<file path="config.mk">
export PLATFORM = sky130hd
export DESIGN_NAME = sram_bist_initiator
export DESIGN_NICKNAME = d
export VERILOG_FILES = /design/src/rtl/sram_bist_initiator.sv
export SDC_FILE = /design/constraint.sdc
export NUM_CORES = 1
export LEC_CHECK = 0
export ABC_AREA = 0
export CAP_MARGIN = 20
export CORE_MARGIN = 2
export CORE_UTILIZATION = 35
export CTS_CLUSTER_DIAMETER = 40
export DETAILED_ROUTE_END_ITERATION = 10
export PLACE_DENSITY_LB_ADDON = 0.3
export SYNTH_ARGS = -nofsm -noshare
export SYNTH_HDL_FRONTEND = slang
export SYNTH_SLANG_ARGS = --single-unit
</file>
<file path="constraint.sdc">
create_clock -name clk -period 3.43 [get_ports clk]
set_input_delay 0.343 -clock clk [delete_from_list [all_inputs] [get_ports clk]]
set_output_delay 0.343 -clock clk [all_outputs]
set_load 0.005 [all_outputs]
</file>
<file path="src/rtl/sram_bist_initiator.sv">
`default_nettype none
// ============================================================================
// Module   : sram_bist_initiator
// Function : RTAP-side master that serialises one SRAM BIST read/write request
//            onto the broadcast nibble bus and collects the read-back nibbles.
// Revision : 1.0 - initial release
// ============================================================================
module sram_bist_initiator #(
    parameter int GAP_CYCLES = 2
) (
    input  logic         clk,
    input  logic         rst_n,
    input  logic         req_valid,
    output logic         req_ready,
    input  logic         req_write,
    input  logic [7:0]   req_sram_id,
    input  logic [7:0]   req_chunk_id,
    input  logic [15:0]  req_addr,
    input  logic [319:0] req_wdata,
    output logic         rsp_valid,
    input  logic         rsp_ready,
    output logic [383:0] rsp_rdata,
    output logic [2:0]   rtap_srams_bist_command,
    output logic [3:0]   rtap_srams_bist_data,
    input  logic [3:0]   srams_rtap_data
);

    localparam logic [2:0] OP_NOP           = 3'd0;
    localparam logic [2:0] OP_SHIFT_ID      = 3'd1;
    localparam logic [2:0] OP_SHIFT_BSEL    = 3'd2;
    localparam logic [2:0] OP_SHIFT_ADDRESS = 3'd3;
    localparam logic [2:0] OP_READ          = 3'd4;
    localparam logic [2:0] OP_SHIFT_DATA    = 3'd5;

    // The responder needs at least two idle cycles to write and commit the word.
    localparam int         GAP_EFF  = (GAP_CYCLES < 2) ? 2 : GAP_CYCLES;
    localparam logic [6:0] GAP_LAST = 7'(GAP_EFF - 1);
    localparam logic [6:0] RD_LAST  = 7'd95;
    localparam logic [6:0] WR_LAST  = 7'd78;

    typedef enum logic [3:0] {
        ST_IDLE,
        ST_ID,
        ST_BSEL,
        ST_ADDR,
        ST_OP,
        ST_RD_WAIT,
        ST_RD_SHIFT,
        ST_WR_SHIFT,
        ST_GAP,
        ST_RSP
    } state_t;

    state_t         state_q;
    logic [6:0]     cnt_q;
    logic           write_q;
    logic [31:0]    hdr_q;
    logic [319:0]   wd_q;
    logic [383:0]   rdata_q;
    logic           rsp_valid_q;
    logic [2:0]     cmd_q;
    logic [3:0]     data_q;

    // Bus values are registered alongside the state they belong to, so every
    // transition below also loads the command/nibble for the next cycle.
    always_ff @(posedge clk) begin
        if (!rst_n) begin
            state_q     <= ST_IDLE;
            cnt_q       <= 7'd0;
            write_q     <= 1'b0;
            hdr_q       <= 32'h0;
            wd_q        <= '0;
            rdata_q     <= '0;
            rsp_valid_q <= 1'b0;
            cmd_q       <= OP_NOP;
            data_q      <= 4'h0;
        end else begin
            cmd_q  <= OP_NOP;
            data_q <= 4'h0;
            case (state_q)
                ST_IDLE: begin
                    if (req_valid) begin
                        write_q <= req_write;
                        hdr_q   <= {req_sram_id[3:0], req_chunk_id, req_addr, 4'h0};
                        wd_q    <= req_wdata;
                        rdata_q <= '0;
                        state_q <= ST_ID;
                        cnt_q   <= 7'd0;
                        cmd_q   <= OP_SHIFT_ID;
                        data_q  <= req_sram_id[7:4];
                    end
                end
                ST_ID: begin
                    data_q <= hdr_q[31:28];
                    hdr_q  <= {hdr_q[27:0], 4'h0};
                    if (cnt_q == 7'd0) begin
                        cnt_q <= 7'd1;
                        cmd_q <= OP_SHIFT_ID;
                    end else begin
                        state_q <= ST_BSEL;
                        cnt_q   <= 7'd0;
                        cmd_q   <= OP_SHIFT_BSEL;
                    end
                end
                ST_BSEL: begin
                    data_q <= hdr_q[31:28];
                    hdr_q  <= {hdr_q[27:0], 4'h0};
                    if (cnt_q == 7'd0) begin
                        cnt_q <= 7'd1;
                        cmd_q <= OP_SHIFT_BSEL;
                    end else begin
                        state_q <= ST_ADDR;
                        cnt_q   <= 7'd0;
                        cmd_q   <= OP_SHIFT_ADDRESS;
                    end
                end
                ST_ADDR: begin
                    if (cnt_q != 7'd3) begin
                        cnt_q  <= cnt_q + 7'd1;
                        cmd_q  <= OP_SHIFT_ADDRESS;
                        data_q <= hdr_q[31:28];
                        hdr_q  <= {hdr_q[27:0], 4'h0};
                    end else begin
                        state_q <= ST_OP;
                        cnt_q   <= 7'd0;
                        if (write_q) begin
                            cmd_q  <= OP_SHIFT_DATA;
                            data_q <= wd_q[319:316];
                            wd_q   <= {wd_q[315:0], 4'h0};
                        end else begin
                            cmd_q <= OP_READ;
                        end
                    end
                end
                ST_OP: begin
                    if (write_q) begin
                        state_q <= ST_WR_SHIFT;
                        cmd_q   <= OP_SHIFT_DATA;
                        data_q  <= wd_q[319:316];
                        wd_q    <= {wd_q[315:0], 4'h0};
                    end else begin
                        state_q <= ST_RD_WAIT;
                    end
                end
                ST_RD_WAIT: begin
                    state_q <= ST_RD_SHIFT;
                    cnt_q   <= 7'd0;
                    cmd_q   <= OP_SHIFT_DATA;
                end
                ST_RD_SHIFT: begin
                    // Responder drives its nibble during the SHIFT_DATA cycle itself.
                    rdata_q <= {rdata_q[379:0], srams_rtap_data};
                    if (cnt_q == RD_LAST) begin
                        state_q <= ST_GAP;
                        cnt_q   <= 7'd0;
                    end else begin
                        cnt_q <= cnt_q + 7'd1;
                        cmd_q <= OP_SHIFT_DATA;
                    end
                end
                ST_WR_SHIFT: begin
                    if (cnt_q == WR_LAST) begin
                        state_q <= ST_GAP;
                        cnt_q   <= 7'd0;
                    end else begin
                        cnt_q  <= cnt_q + 7'd1;
                        cmd_q  <= OP_SHIFT_DATA;
                        data_q <= wd_q[319:316];
                        wd_q   <= {wd_q[315:0], 4'h0};
                    end
                end
                ST_GAP: begin
                    if (cnt_q == GAP_LAST) begin
                        state_q     <= ST_RSP;
                        cnt_q       <= 7'd0;
                        rsp_valid_q <= 1'b1;
                    end else begin
                        cnt_q <= cnt_q + 7'd1;
                    end
                end
                ST_RSP: begin
                    if (rsp_ready) begin
                        state_q     <= ST_IDLE;
                        rsp_valid_q <= 1'b0;
                    end
                end
                default: begin
                    state_q <= ST_IDLE;
                    cnt_q   <= 7'd0;
                end
            endcase
        end
    end

    assign req_ready               = (state_q == ST_IDLE);
    assign rsp_valid               = rsp_valid_q;
    assign rsp_rdata               = rdata_q;
    assign rtap_srams_bist_command = cmd_q;
    assign rtap_srams_bist_data    = data_q;

endmodule
`default_nettype wire

</file>
# Word-level counts from Yosys, hierarchy flattened
# Cells that the tools add are included.
# word_totals
wordCells	93
ramBits	0
n_memories	0
latchBits	0
romBits	0
ff_bits	756
in_bits	361
# op_classes
eq_ne	23
mux	44
n_mul	0
shifts	0
add_sub_neg	1
magnitude_cmp	0
bitwise_logic	1
n_div	0
n_reduce_logical	15
# ops
cell	n
$mux 320	4
$pmux 320 s4	1
$pmux 384 s2	1
$mux 384	1
$pmux 32 s3	1
$mux 32	2
$pmux 7 s7	1
$mux 4	12
$pmux 4 s10	1
$mux 7	5
$pmux 3 s8	1
$ne 2x2->1 const B	10
$pmux 4 s5	1
$eq 4x3->1 const B	4
$eq 7x7->1 const B	2
$mux 3	4
$eq 4x2->1 const B	2
$eq 4x4->1 const B	2
$reduce_and 8->1	1
$add 7x1->7 const B	1
$eq 7x1->1 const B	1
$logic_not 7->1	1
$ne 7x2->1 const B	1
$mux 1	6
12 further kinds	18

# Logic depth before layout (Yosys ltp)
# depth
word_depth	4
mapped_depth	10
mapped_depth_nobuf	7

# Least setup slack after synthesis
# Ideal clock, no wire load.
# synth_path
path_type	flip-flop to flip-flop
from	register cnt_q[0]
to	register wd_q[159]
setup_time_ns	0.081
t_required_ns	3.349
path_slack_ns	1.160
synth_period_minus_slack_ns	2.270
arrival_ns	2.188
stages_incl_launch_ff	11
n_path_buf	3
cell_sequence	dfxtp_1 -> inv_1 -> ha_1 -> nor2b_1 -> a211o_1 -> a31oi_1 -> buf_2 -> buf_2 -> buf_1 -> a21oi_1 -> a211oi_2
# synth_between
elab_chain_cells	3
elab_cells_between_ends	5
classes_between	eq/ne (4); reduce/logical (1)
# synth_rtl
item	line_no	rtl
from (decl)	55	logic [6:0] cnt_q;
from (signal assigned)	119	cnt_q <= cnt_q + 7'd1;
from (signal assigned)	157	cnt_q <= cnt_q + 7'd1;
from (signal assigned)	166	cnt_q <= cnt_q + 7'd1;
$eq 7x7->1 or $ne 7x2->1 (tied branches)	162, 118	
$ne 2x2->1 (no line)	n/a	
$reduce_and 4->1 (no line) (*)	n/a	
to (signal assigned)	129	wd_q <= {wd_q[315:0], 4'h0};
to (signal assigned)	140	wd_q <= {wd_q[315:0], 4'h0};
to (signal assigned)	169	wd_q <= {wd_q[315:0], 4'h0};
to (decl)	58	logic [319:0] wd_q;
# Mark *: on every way between the ends. The rest lies on a longest branch, timed or not.
# A chain may end at the register's enable or synchronous reset.

# Worst setup path in the final report
# layout_path
from	register cnt_q[2]
to	register wd_q[40]
# Same word-level chain as after synthesis.

==> summary.md <==
| Metric | Value |
|---|---|
| Status | finished clean |
| Fin crit period | around 3 ns |
| Max_cap viols | 0 |
| CTS root buf | clkbuf_16 |
| CTS sink cnt | 752 |
| EDFF count, synth | 0 |
| Nets@finish | 4439 |
| Tcrit/Tclk final | 89.6% |
| Hold Path Depth | 3 |
| Dpl hpwl | 73000 um |
| Finished layout cell area | 44500 um^2 |
| Top cell type by total area after synthesis | dfxtp_1 |
| Floorplan row count | 110 |
| Final GP Congestion | 0.857 |
| Mapped Nets | 3845 |
| First-pass GRT wire length | 164000 um |
| Crit path kind | reg2reg |
| Worst Path Required | 3.95 ns |
| Clk_skew | between 0.02 and 0.03 ns |
| Core ar. | 89900 um^2 |
| DRC | 0 |
| Most frequent cell after synthesis | dfxtp_1 |
| Arrival time worst endpoint | 3.60 ns |
| Yosys cell types | 55 |
| DR vias/cell | ~5.3 |
| Post-layout util | between 40% and 50% |
| CTS tree | done |
| Routed via count | roughly 29000 |
| Crit end category | flip-flop |
| Syn_area_per_cell | ~9.1 um^2 |
| WL per Instance | 20.2 um |
| Initial antenna violation count | 22 |
| Num CTS Buffers | 116 |
| Inst Count DP | 5132 |
| Total gr overflow | 0 |
| Top Ports | 754 |
| Reg2reg path depth | 6 |
| Leakage | 17.2 nW |
| Initial Util | 35.2% |
| Max-slew violations | 0 |
| Total power | between 30 and 40 mW |
| # port buffers | 753 |
| Total track usage | 22.2% |
| Top cell type's share of synthesized area | between 40% and 50% |
| Final setup fails | 0 |
| Worst-Skew Late Latency | roughly 0.70 ns |
| Largest net degree at the start of global routing | 135 |
| Share of cells above drive strength 1 | 12.0% |
| Yosys warning count | 0 |
| Worst slew margin | about two fifths |
| Fraction of registers with async set or reset after synthesis | 0% |
| Yosys reg bits | between 700 and 800 |
| DIE AREA | 92900 um^2 |
| Most frequent cells after synthesis | dfxtp_1, a21oi_1, nand2_1, nand3_1, mux2i_1 |
| Maximum vdd drop | between 0.5 and 0.6 mV |
| CTS clk-pin slew, worst paths | approximately 0.06 ns |
| Part of the Yosys area used for sequential elements | 47.6% |
| Fmax achieved | roughly 0.33 GHz |
| DRT Pass-1 Iters | 5 |
| Crit Path Max Fanout | 48 |
| Cell Pwr Density | 726 nW/um^2 |
| Setup TNS | 0 ns |
| Clock Path Buffers | 3 |
| Critical path startpoint category | flip-flop |
| Vias in the first global route | 27000 |
| Cts repair resizes | 0 |
| Synth top area cells | dfxtp_1, a21oi_1, mux2i_1 |
| RSZ-0062 raised after global routing | no |
| Non-Filler Instances | between 5000 and 6000 |
| Hold Fails Final Rpt | 0 |
| Die Height | roughly 300 um |
| Worst-Margin Slew | about 0.89 ns |
| H-tree Lvls | 3 |
| Synth Flop Type | dfxtp_1 |
| Area post-placement | roughly 40000 um^2 |
| Synth Instances | 3480 |
| Hold_buf cts | 0 |
| Setup Fix Bufs, Post-CTS | 0 |
| DR iter-0 viols | around 2400 |
| DRT antenna net count | 0 |
| Routed WL | ~110000 um |
| Syn-to-layout area delta | 40.7% |
| Die X-Extent | 305 um |
| Hold WC Path Type | in2reg |
| Synth Cell Area | 31700 um^2 |
-- per-layer routing --
| metal | global-route usage (%) | part of all wire [%] | vias to the layer above |
|---|---|---|---|
| li1 | - | - | 13800 |
| met1 | 27.2 | 41 | 13700 |
| met2 | 36.5 | 48 | 847 |
| met3 | 6.13 | 6.9 | 212 |
| met4 | 9.44 | 3.9 | 2 |
| met5 | 0 | 0.013 | - |
-- final timing paths --
| kind | from | slack [ns] | to |
|---|---|---|---|
| min | srams_rtap_data[0] | 0.19 | rsp_rdata[0] |
| min reg2reg | hdr_q[5] | 0.45 | hdr_q[5] |
| max | cnt_q[2] | 0.36 | wd_q[40] |
| max reg2reg | cnt_q[2] | 0.36 | wd_q[40] |
-- layout make-up --
cell class	count	area, um^2
tap	1176	1470
fill	8330	45300
antenna	20	50.0
clock buffer	136	3140
multi-input combinational	2351	15000
clock inverter	83	1100
sequential	752	15100
timing repair buffer	846	8740
inverter	7	33.8
-- critical path, cell delays in order, from the launching register on --
cell and delay, ns:
dfxtp_1 0.37, or4_4 0.60, o21ai_1 0.21, a21o_4 0.46, and2_4 0.49, buf_4 0.56
a211oi_1 0.15
-- logic make-up after synthesis --
| kind of cell | synth area share [%] |
|---|---|
| compound gates | 23.2 |
| simple gates | 12.7 |
| flops | 47.6 |
| buf+inv | 5.38 |
| mux | 10.9 |
| fa+ha+maj | 0.190 |
| xor+xnor | 0.0277 |
-- where the power goes --
part           internal, mW  leakage [nW]  switching [mW]
logic                  3.37          8.97            4.98
clock network          8.00          2.04            4.62
registers              10.5          6.15           0.943
-- sequential cells by signal, indices dropped and copies added (netlist names) --
signal	flops
cnt_q	7
state_q	4
rtap_srams_bist_command	3
rsp_rdata	384
rsp_valid	1
rtap_srams_bist_data	4
wd_q	320
write_q	1
hdr_q	28
-- through the flow --
step                      hold slack (ns)  worst slack (ns)
final                               0.188             0.357
after global routing                0.164             0.209
after CTS                           0.141             0.302
after detailed placement            0.446             0.395
after global placement              0.438             0.434
after floorplan                     0.431              1.16
-- cells in the final DEF, fill, tap and decap left out, drive strengths merged, types with 8 or more instances in the layout --
cell type / n
a211oi: 342
a21oi: 714
buf: 93
bufinv: 18
clkbuf: 136
clkdlybuf4s50: 753
clkinv: 29
clkinvlp: 15
dfxtp: 752
diode: 20
inv: 28
mux2i: 345
nand2: 416
nand3: 403
nor2: 42
o21ai: 8
(Power assumes the default switching activity.)
